File: src/rtl/pito_pkg.sv
// pito_pkg: shared types for the rv32 data-memory arbiter.
//   DMEM_BE_W     byte-enable width for the default 32-bit data path
//   arb_state_t   arbiter FSM state (ARB / LOCKED)
//   dmem_req_t    one requester's transaction payload
//   dmem_rsp_t    registered response-pipeline entry {valid, owner, we}
package pito_pkg;

  localparam int PITO_ADDR_W  = 32;
  localparam int PITO_DATA_W  = 32;
  localparam int DMEM_BE_W    = PITO_DATA_W / 8;
  // Owner field sized for the largest supported requester count (8).
  localparam int PITO_OWNER_W = 3;

  typedef enum logic {
    ARB    = 1'b0,
    LOCKED = 1'b1
  } arb_state_t;

  typedef struct packed {
    logic [PITO_ADDR_W-1:0] addr;
    logic                   we;
    logic [PITO_DATA_W-1:0] wdata;
    logic [DMEM_BE_W-1:0]   be;
    logic                   lock;
  } dmem_req_t;

  typedef struct packed {
    logic                    valid;
    logic [PITO_OWNER_W-1:0] owner;
    logic                    we;
  } dmem_rsp_t;

endpackage

File: src/rtl/pito_rr_arbiter.sv
// pito_rr_arbiter: combinational rotating-priority arbiter.
//   i_req      request vector
//   i_mask     requesters eligible this cycle
//   i_ptr      highest-priority index; priority falls off i_ptr, i_ptr+1, ...
//   o_gnt      one-hot grant (all zero when nothing eligible)
//   o_gnt_idx  encoded grant index (0 when no grant)
module pito_rr_arbiter
  import pito_pkg::*;
#(
  parameter int NUM_REQ = 4,
  parameter int IDX_W   = $clog2(NUM_REQ)
) (
  input  logic [NUM_REQ-1:0] i_req,
  input  logic [NUM_REQ-1:0] i_mask,
  input  logic [IDX_W-1:0]   i_ptr,
  output logic [NUM_REQ-1:0] o_gnt,
  output logic [IDX_W-1:0]   o_gnt_idx
);

  logic [NUM_REQ-1:0] w_req;
  logic               w_found;
  logic [IDX_W:0]     w_sum;
  logic [IDX_W-1:0]   w_j;

  assign w_req = i_req & i_mask;

  always_comb begin
    o_gnt     = '0;
    o_gnt_idx = '0;
    w_found   = 1'b0;
    w_sum     = '0;
    w_j       = '0;
    for (int k = 0; k < NUM_REQ; k++) begin
      // (ptr + k) mod NUM_REQ; one extra bit covers the 2*NUM_REQ-2 maximum.
      w_sum = {1'b0, i_ptr} + (IDX_W+1)'(k);
      if (w_sum >= (IDX_W+1)'(NUM_REQ))
        w_sum = w_sum - (IDX_W+1)'(NUM_REQ);
      w_j = w_sum[IDX_W-1:0];
      if (!w_found && w_req[w_j]) begin
        w_found       = 1'b1;
        o_gnt[w_j]    = 1'b1;
        o_gnt_idx     = w_j;
      end
    end
  end

endmodule

File: src/rtl/pito_dmem_arbiter.sv
// pito_dmem_arbiter: shares the single-port data memory among NUM_REQ
// requesters with round-robin arbitration, optional exclusive bus lock
// guarded by an idle watchdog, and a 1-cycle response pipeline.
//   i_clk, i_rst            clock, synchronous active-high reset
//   i_req_* / o_req_ready   per-requester flattened request channel
//   o_rsp_valid/o_rsp_rdata one-cycle response pulse + shared read data
//   o_mem_* / i_mem_rdata   memory port (word address, 1-cycle read latency)
//   o_lock_owner, o_locked  lock status; o_lock_timeout pulses on watchdog release
module pito_dmem_arbiter
  import pito_pkg::*;
#(
  parameter int NUM_REQ  = 4,
  parameter int ADDR_W   = 32,
  parameter int DATA_W   = 32,
  parameter int LOCK_MAX = 16
) (
  input  logic                          i_clk,
  input  logic                          i_rst,
  input  logic [NUM_REQ-1:0]            i_req_valid,
  output logic [NUM_REQ-1:0]            o_req_ready,
  input  logic [NUM_REQ*ADDR_W-1:0]     i_req_addr,
  input  logic [NUM_REQ-1:0]            i_req_we,
  input  logic [NUM_REQ*DATA_W-1:0]     i_req_wdata,
  input  logic [NUM_REQ*(DATA_W/8)-1:0] i_req_be,
  input  logic [NUM_REQ-1:0]            i_req_lock,
  output logic [NUM_REQ-1:0]            o_rsp_valid,
  output logic [DATA_W-1:0]             o_rsp_rdata,
  output logic                          o_mem_en,
  output logic                          o_mem_we,
  output logic [ADDR_W-3:0]             o_mem_addr,
  output logic [DATA_W-1:0]             o_mem_wdata,
  output logic [DATA_W/8-1:0]           o_mem_be,
  input  logic [DATA_W-1:0]             i_mem_rdata,
  output logic [$clog2(NUM_REQ)-1:0]    o_lock_owner,
  output logic                          o_locked,
  output logic                          o_lock_timeout
);

  localparam int IDX_W = $clog2(NUM_REQ);
  localparam int BE_W  = DATA_W / 8;
  localparam int CNT_W = $clog2(LOCK_MAX + 1);

  // Per-requester views of the flattened buses.
  logic [NUM_REQ-1:0][ADDR_W-1:0] w_addr;
  logic [NUM_REQ-1:0][DATA_W-1:0] w_wdata;
  logic [NUM_REQ-1:0][BE_W-1:0]   w_be;
  logic [NUM_REQ-1:0]             w_unused_addr_lsb;

  assign w_addr  = i_req_addr;
  assign w_wdata = i_req_wdata;
  assign w_be    = i_req_be;

  arb_state_t         r_state, w_state_n;
  logic [IDX_W-1:0]   r_rr_ptr, w_rr_ptr_n;
  logic [IDX_W-1:0]   r_owner, w_owner_n;
  logic [CNT_W-1:0]   r_idle_cnt, w_idle_cnt_n;
  logic               r_timeout, w_timeout_n;
  dmem_rsp_t          r_rsp, w_rsp_n;

  logic [NUM_REQ-1:0] w_mask;
  logic [NUM_REQ-1:0] w_gnt;
  logic [IDX_W-1:0]   w_gnt_idx;
  logic               w_gnt_vld;

  function automatic logic [IDX_W-1:0] inc_idx(input logic [IDX_W-1:0] i);
    return (i == IDX_W'(NUM_REQ-1)) ? '0 : i + 1'b1;
  endfunction

  // While locked only the owner is eligible.
  always_comb begin
    w_mask = '1;
    if (r_state == LOCKED) begin
      w_mask          = '0;
      w_mask[r_owner] = 1'b1;
    end
  end

  pito_rr_arbiter #(
    .NUM_REQ (NUM_REQ),
    .IDX_W   (IDX_W)
  ) u_rr (
    .i_req     (i_req_valid),
    .i_mask    (w_mask),
    .i_ptr     (r_rr_ptr),
    .o_gnt     (w_gnt),
    .o_gnt_idx (w_gnt_idx)
  );

  assign w_gnt_vld   = |w_gnt;
  assign o_req_ready = w_gnt;
  assign o_mem_en    = w_gnt_vld;
  assign o_mem_we    = w_gnt_vld & i_req_we[w_gnt_idx];
  assign o_mem_addr  = w_addr[w_gnt_idx][ADDR_W-1:2];
  assign o_mem_wdata = w_wdata[w_gnt_idx];
  assign o_mem_be    = w_be[w_gnt_idx];

  // Next-state: rr pointer, lock ownership and watchdog.
  always_comb begin
    w_state_n    = r_state;
    w_rr_ptr_n   = r_rr_ptr;
    w_owner_n    = r_owner;
    w_idle_cnt_n = r_idle_cnt;
    w_timeout_n  = 1'b0;
    unique case (r_state)
      ARB: begin
        if (w_gnt_vld) begin
          w_rr_ptr_n = inc_idx(w_gnt_idx);
          if (i_req_lock[w_gnt_idx]) begin
            w_state_n    = LOCKED;
            w_owner_n    = w_gnt_idx;
            w_idle_cnt_n = '0;
          end
        end
      end
      LOCKED: begin
        // An owner grant beats watchdog expiry in the same cycle.
        if (w_gnt_vld) begin
          w_idle_cnt_n = '0;
          if (!i_req_lock[r_owner]) begin
            w_state_n  = ARB;
            w_rr_ptr_n = inc_idx(r_owner);
            w_owner_n  = '0;
          end
        end else if (r_idle_cnt == CNT_W'(LOCK_MAX-1)) begin
          w_state_n    = ARB;
          w_owner_n    = '0;
          w_idle_cnt_n = '0;
          w_timeout_n  = 1'b1;
        end else begin
          w_idle_cnt_n = r_idle_cnt + 1'b1;
        end
      end
      default: w_state_n = ARB;
    endcase
  end

  always_comb begin
    w_rsp_n       = '0;
    w_rsp_n.valid = w_gnt_vld;
    w_rsp_n.owner = PITO_OWNER_W'(w_gnt_idx);
    w_rsp_n.we    = o_mem_we;
  end

  always_ff @(posedge i_clk) begin
    if (i_rst) begin
      r_state    <= ARB;
      r_rr_ptr   <= '0;
      r_owner    <= '0;
      r_idle_cnt <= '0;
      r_timeout  <= 1'b0;
      r_rsp      <= '0;
    end else begin
      r_state    <= w_state_n;
      r_rr_ptr   <= w_rr_ptr_n;
      r_owner    <= w_owner_n;
      r_idle_cnt <= w_idle_cnt_n;
      r_timeout  <= w_timeout_n;
      r_rsp      <= w_rsp_n;
    end
  end

  for (genvar gi = 0; gi < NUM_REQ; gi++) begin : g_req
    assign o_rsp_valid[gi]       = r_rsp.valid && (r_rsp.owner == PITO_OWNER_W'(gi));
    // Byte offset is the requester's business; the memory is word addressed.
    assign w_unused_addr_lsb[gi] = ^w_addr[gi][1:0];
  end

  // Write acks and idle cycles return zero data.
  assign o_rsp_rdata    = (r_rsp.valid && !r_rsp.we) ? i_mem_rdata : '0;
  assign o_lock_owner   = r_owner;
  assign o_locked       = (r_state == LOCKED);
  assign o_lock_timeout = r_timeout;

endmodule

File: config.mk
export PLATFORM = sky130hd
export DESIGN_NAME = pito_dmem_arbiter
export DESIGN_NICKNAME = d
export VERILOG_FILES = /design/src/rtl/pito_pkg.sv /design/src/rtl/pito_rr_arbiter.sv /design/src/rtl/pito_dmem_arbiter.sv
export SDC_FILE = /design/constraint.sdc
export NUM_CORES = 1
export LEC_CHECK = 0
export CORE_AREA = 2 2 167 169
export CTS_CLUSTER_SIZE = 16
export DETAILED_ROUTE_END_ITERATION = 6
export DIE_AREA = 0 0 169 171
export PLACE_DENSITY = 0.44
export SETUP_SLACK_MARGIN = 0.5
export SYNTH_ARGS = -nofsm -noshare
export SYNTH_HDL_FRONTEND = slang
export SYNTH_SLANG_ARGS = --single-unit
File: constraint.sdc
create_clock -name i_clk -period 3.9 [get_ports i_clk]
set_input_delay 0.39 -clock i_clk [delete_from_list [all_inputs] [get_ports i_clk]]
set_output_delay 0.39 -clock i_clk [all_outputs]
set_load 0.03 [all_outputs]
==> results by group <==
Timing
  • Final Max Tran Viols: 0
  • Final hold vios: 0
  • Tmin final: 3.372 ns
  • Setup violators final: 0
  • Setup TNS: 0 ns
  • Final worst-path cycle share: 0.8647
  • Slew @ Worst Pin: roughly 0.41 ns
  • Final setup margin: ~0.53 ns
  • Skew final: 0.002651 ns
  • Fmax: roughly 300 MHz
  • RSZ-0062 raised after global routing: yes
  • Slew margin rel.: 0.7237

Place
  • Placed Area: 9549 sq um
  • IO Port Bufs: 421
  • Place WS: 0.07794 ns
  • Routability Congestion: 0.7678
  • DP HPWL: 19,300 um

Synthesis
  • Post-synth EDFFs: 0
  • Cell variety after synth: 50
  • Share of the synthesized area in the top cell type: 0.1529
  • Yosys warnings: 0
  • Syn avg cell area: 6.312 sq um
  • Post-synthesis async set-or-reset flop share: 0
  • Area leader, netlist: nand2_1
  • Main synth FF type: dfxtp_1
  • Post-Syn Area: 3535 sq um
  • Yosys reg bits: 15
  • Synth top area cells: nand2_1, a211oi_1, nor2b_1
  • Cells after Synth: 560
  • Sequential fraction of the synthesis area: 0.08496
  • Net Count, Synth: between 800 and 900

Layout
  • Fin area: ~11,000 sq um
  • Area delta synth->final: 212.8%
  • Share of post-route cells with drive strength above 1: 0.3179
  • ANT cells: 0
  • Final net count: around 1,300
  • # fillers: 2,774

Global routing
  • Met2 GRT Util: 0.3031
  • Initial antenna violation count: 0
  • Gr ovfl total: 0
  • Largest net degree at the start of global routing: 38
  • Top Usage Layer GRT: met2
  • M3 GR Usage: 0.04303
  • Tot GR Track Use: 0.1525
  • Global-route wire length before repair: 34,340 um
  • Grt met1 use: 0.1658
  • Vias in the first global route: 5,860

Detailed routing
  • Routed vias: 5,934
  • Routed WL per cell: 18.21 um
  • TritonRoute pass-1 iters: 4
  • DR vias/cell: around 4.4
  • Initial DRC Count: 136
  • Total Wirelength: approximately 25,000 um
  • Detail Route Antenna Nets: 0
  • DRC viols: 0

Critical path
  • CP Data Required Time: 3.51 ns
  • Crit Path Class: reg2out
  • Crit Path Max Fanout: 5
  • Arr. time, crit path: 2.98 ns
  • Crit. End Element: output pin
  • Reg2Reg Depth: 15
  • CP startpoint: o_lock_owner[1]
  • CP Launch Type: flip-flop
  • Reg2Reg Launch Point: o_lock_owner[1]

Clocking
  • CTS tree: done
  • Max Root-Sink Buffers: 2
  • Total CTS buffers: 3
  • Sink Count: 15
  • Clock Root Buffer: clkbuf_16
  • Clock latency at the later pin of the worst-skew pair: around 0.24 ns
  • Worst-path clk slew: 0.05 ns
  • CTS H-tree lvls: 1

Run status
  • Run status: finished, final reports clean

Run
  • MaxCap Viol Count: 0

Floorplan
  • Die Y: 171 um
  • Core area: 27,320 sq um
  • Chip width: 169 um
  • # IOs: 430
  • Die area: 28,900 sq um
  • Rows: about 60
  • Initial core utilization: 0.1294

Hold path
  • Worst hold path cell count: 1
  • Hold Crit Class: reg2reg
  • Hold Crit Start: r_idle_cnt[4]
## worst paths after layout
path / endpoint / slack, ns
worst max register to register: o_lock_owner[1] / 0.66
worst min register to register: r_idle_cnt[4] / 0.47
worst min-delay path: r_idle_cnt[4] / 0.47
worst max-delay path: o_mem_we / 0.53
## cell usage in the layout, fill, tap and decap left out, drive strengths merged, types with 2 or more instances in the layout
cell type      Yosys  final
dlygate4sd2        0      4
nor2b             72     72
nor3               2      2
o21a               2      2
inv                6      6
nor2              10     10
ha                13     13
a32oi              5      6
buf                2    133
nand2b             8      8
o21ai              4      4
clkbuf            48     14
a22oi              2      2
clkdlybuf4s50      0    347
a32o               2      2
nand3b             3      3
a31oi             67     67
mux4               2      2
and3               3      3
and2              36     36
dfxtp             15     15
mux2i              5      5
o22ai              4      4
nand3              3      3
a221o              4      4
mux2               6      6
dlymetal6s2s       0      2
nor3b              2      2
nand2            144    144
or3                3      3
a211oi            66     66
a21oi              7      7
## metal layers
| metal | share of wire | wire length [um] |
|---|---|---|
| met3 | 0.084 | 2091 |
| met5 | 0 | 0 |
| met2 | 0.53 | 13210 |
| met4 | 0.0062 | 153 |
| met1 | 0.38 | 9296 |
## metrics by stage
stage / instances / hold slack [ns] / util
finish: 1359 / 0.4687 / 0.4046
global route: 1359 / 0.4855 / 0.4046
CTS: 1348 / 0.4714 / 0.3846
detailed placement: 1318 / 0.4651 / 0.3495
global placement: 1318 / 0.4586 / 0.3495
floorplan: 560 / 0.4517 / -
## Yosys cell counts, types with 2 or more instances
master,n
nor3_1,2
mux2i_1,4
a211oi_1,66
dfxtp_1,15
a31oi_1,66
o22ai_1,4
mux4_2,2
mux2_2,5
nor2b_1,72
a32o_1,2
a22oi_1,2
a221o_1,4
ha_1,13
o21ai_1,3
a32oi_1,2
nor3b_1,2
or3_1,3
nor2_1,10
nand3_1,3
and2_1,36
nand3b_1,3
o21a_1,2
a21oi_1,7
nand2_1,144
and3_1,3
nand2b_1,8
inv_1,5
clkbuf_1,48
a32oi_2,3
## sequential cells by signal (all words and copies together), names as in the netlist
name            count
o_lock_timeout      1
r_rsp               4
r_rr_ptr            2
o_lock_owner        2
o_locked            1
r_idle_cnt          5
## what timing repair did
action	4_1_cts	5_1_grt
gates resized for setup	140	91
endpoints found under the setup margin	80	78
cloned	3	5
pin swaps	31	36
hold buffers	0	0
setup buffers	23	6
## final cells by class
| type | count | area (sq um) | share of cell area |
|---|---|---|---|
| Multi-Input combinational cell | 490 | 4949 | 0.4476 |
| Sequential cell | 15 | 310.3 | 0.02807 |
| Timing Repair Buffer | 498 | 5263 | 0.4760 |
| Inverter | 6 | 22.52 | 0.002037 |
| Tap cell | 346 | 432.9 | 0.03916 |
| Clock buffer | 4 | 78.83 | 0.007130 |
## cell families after synthesis
logic type	after synthesis	synth area share
fa+ha+maj	13	0.04602
flops	15	0.08496
xor+xnor	1	0.002478
simple gates	291	0.4127
mux	13	0.04708
buf+inv	56	0.06053
compound gates	171	0.3462
## critical path, cell delays in order (launching register included)
cell and delay, ns:
dfxtp_4 0.38, inv_2 0.05, ha_1 0.16, nand2b_4 0.16
a32oi_2 0.26, mux2i_2 0.12, buf_4 0.17, mux2_2 0.26
a221o_2 0.33, nor4_4 0.37, inv_2 0.07, buf_6 0.12
and2_4 0.14, buf_6 0.13
Power is not shown: default switching activity piles up to over one toggle a cycle in this logic, so the estimate is an artifact.
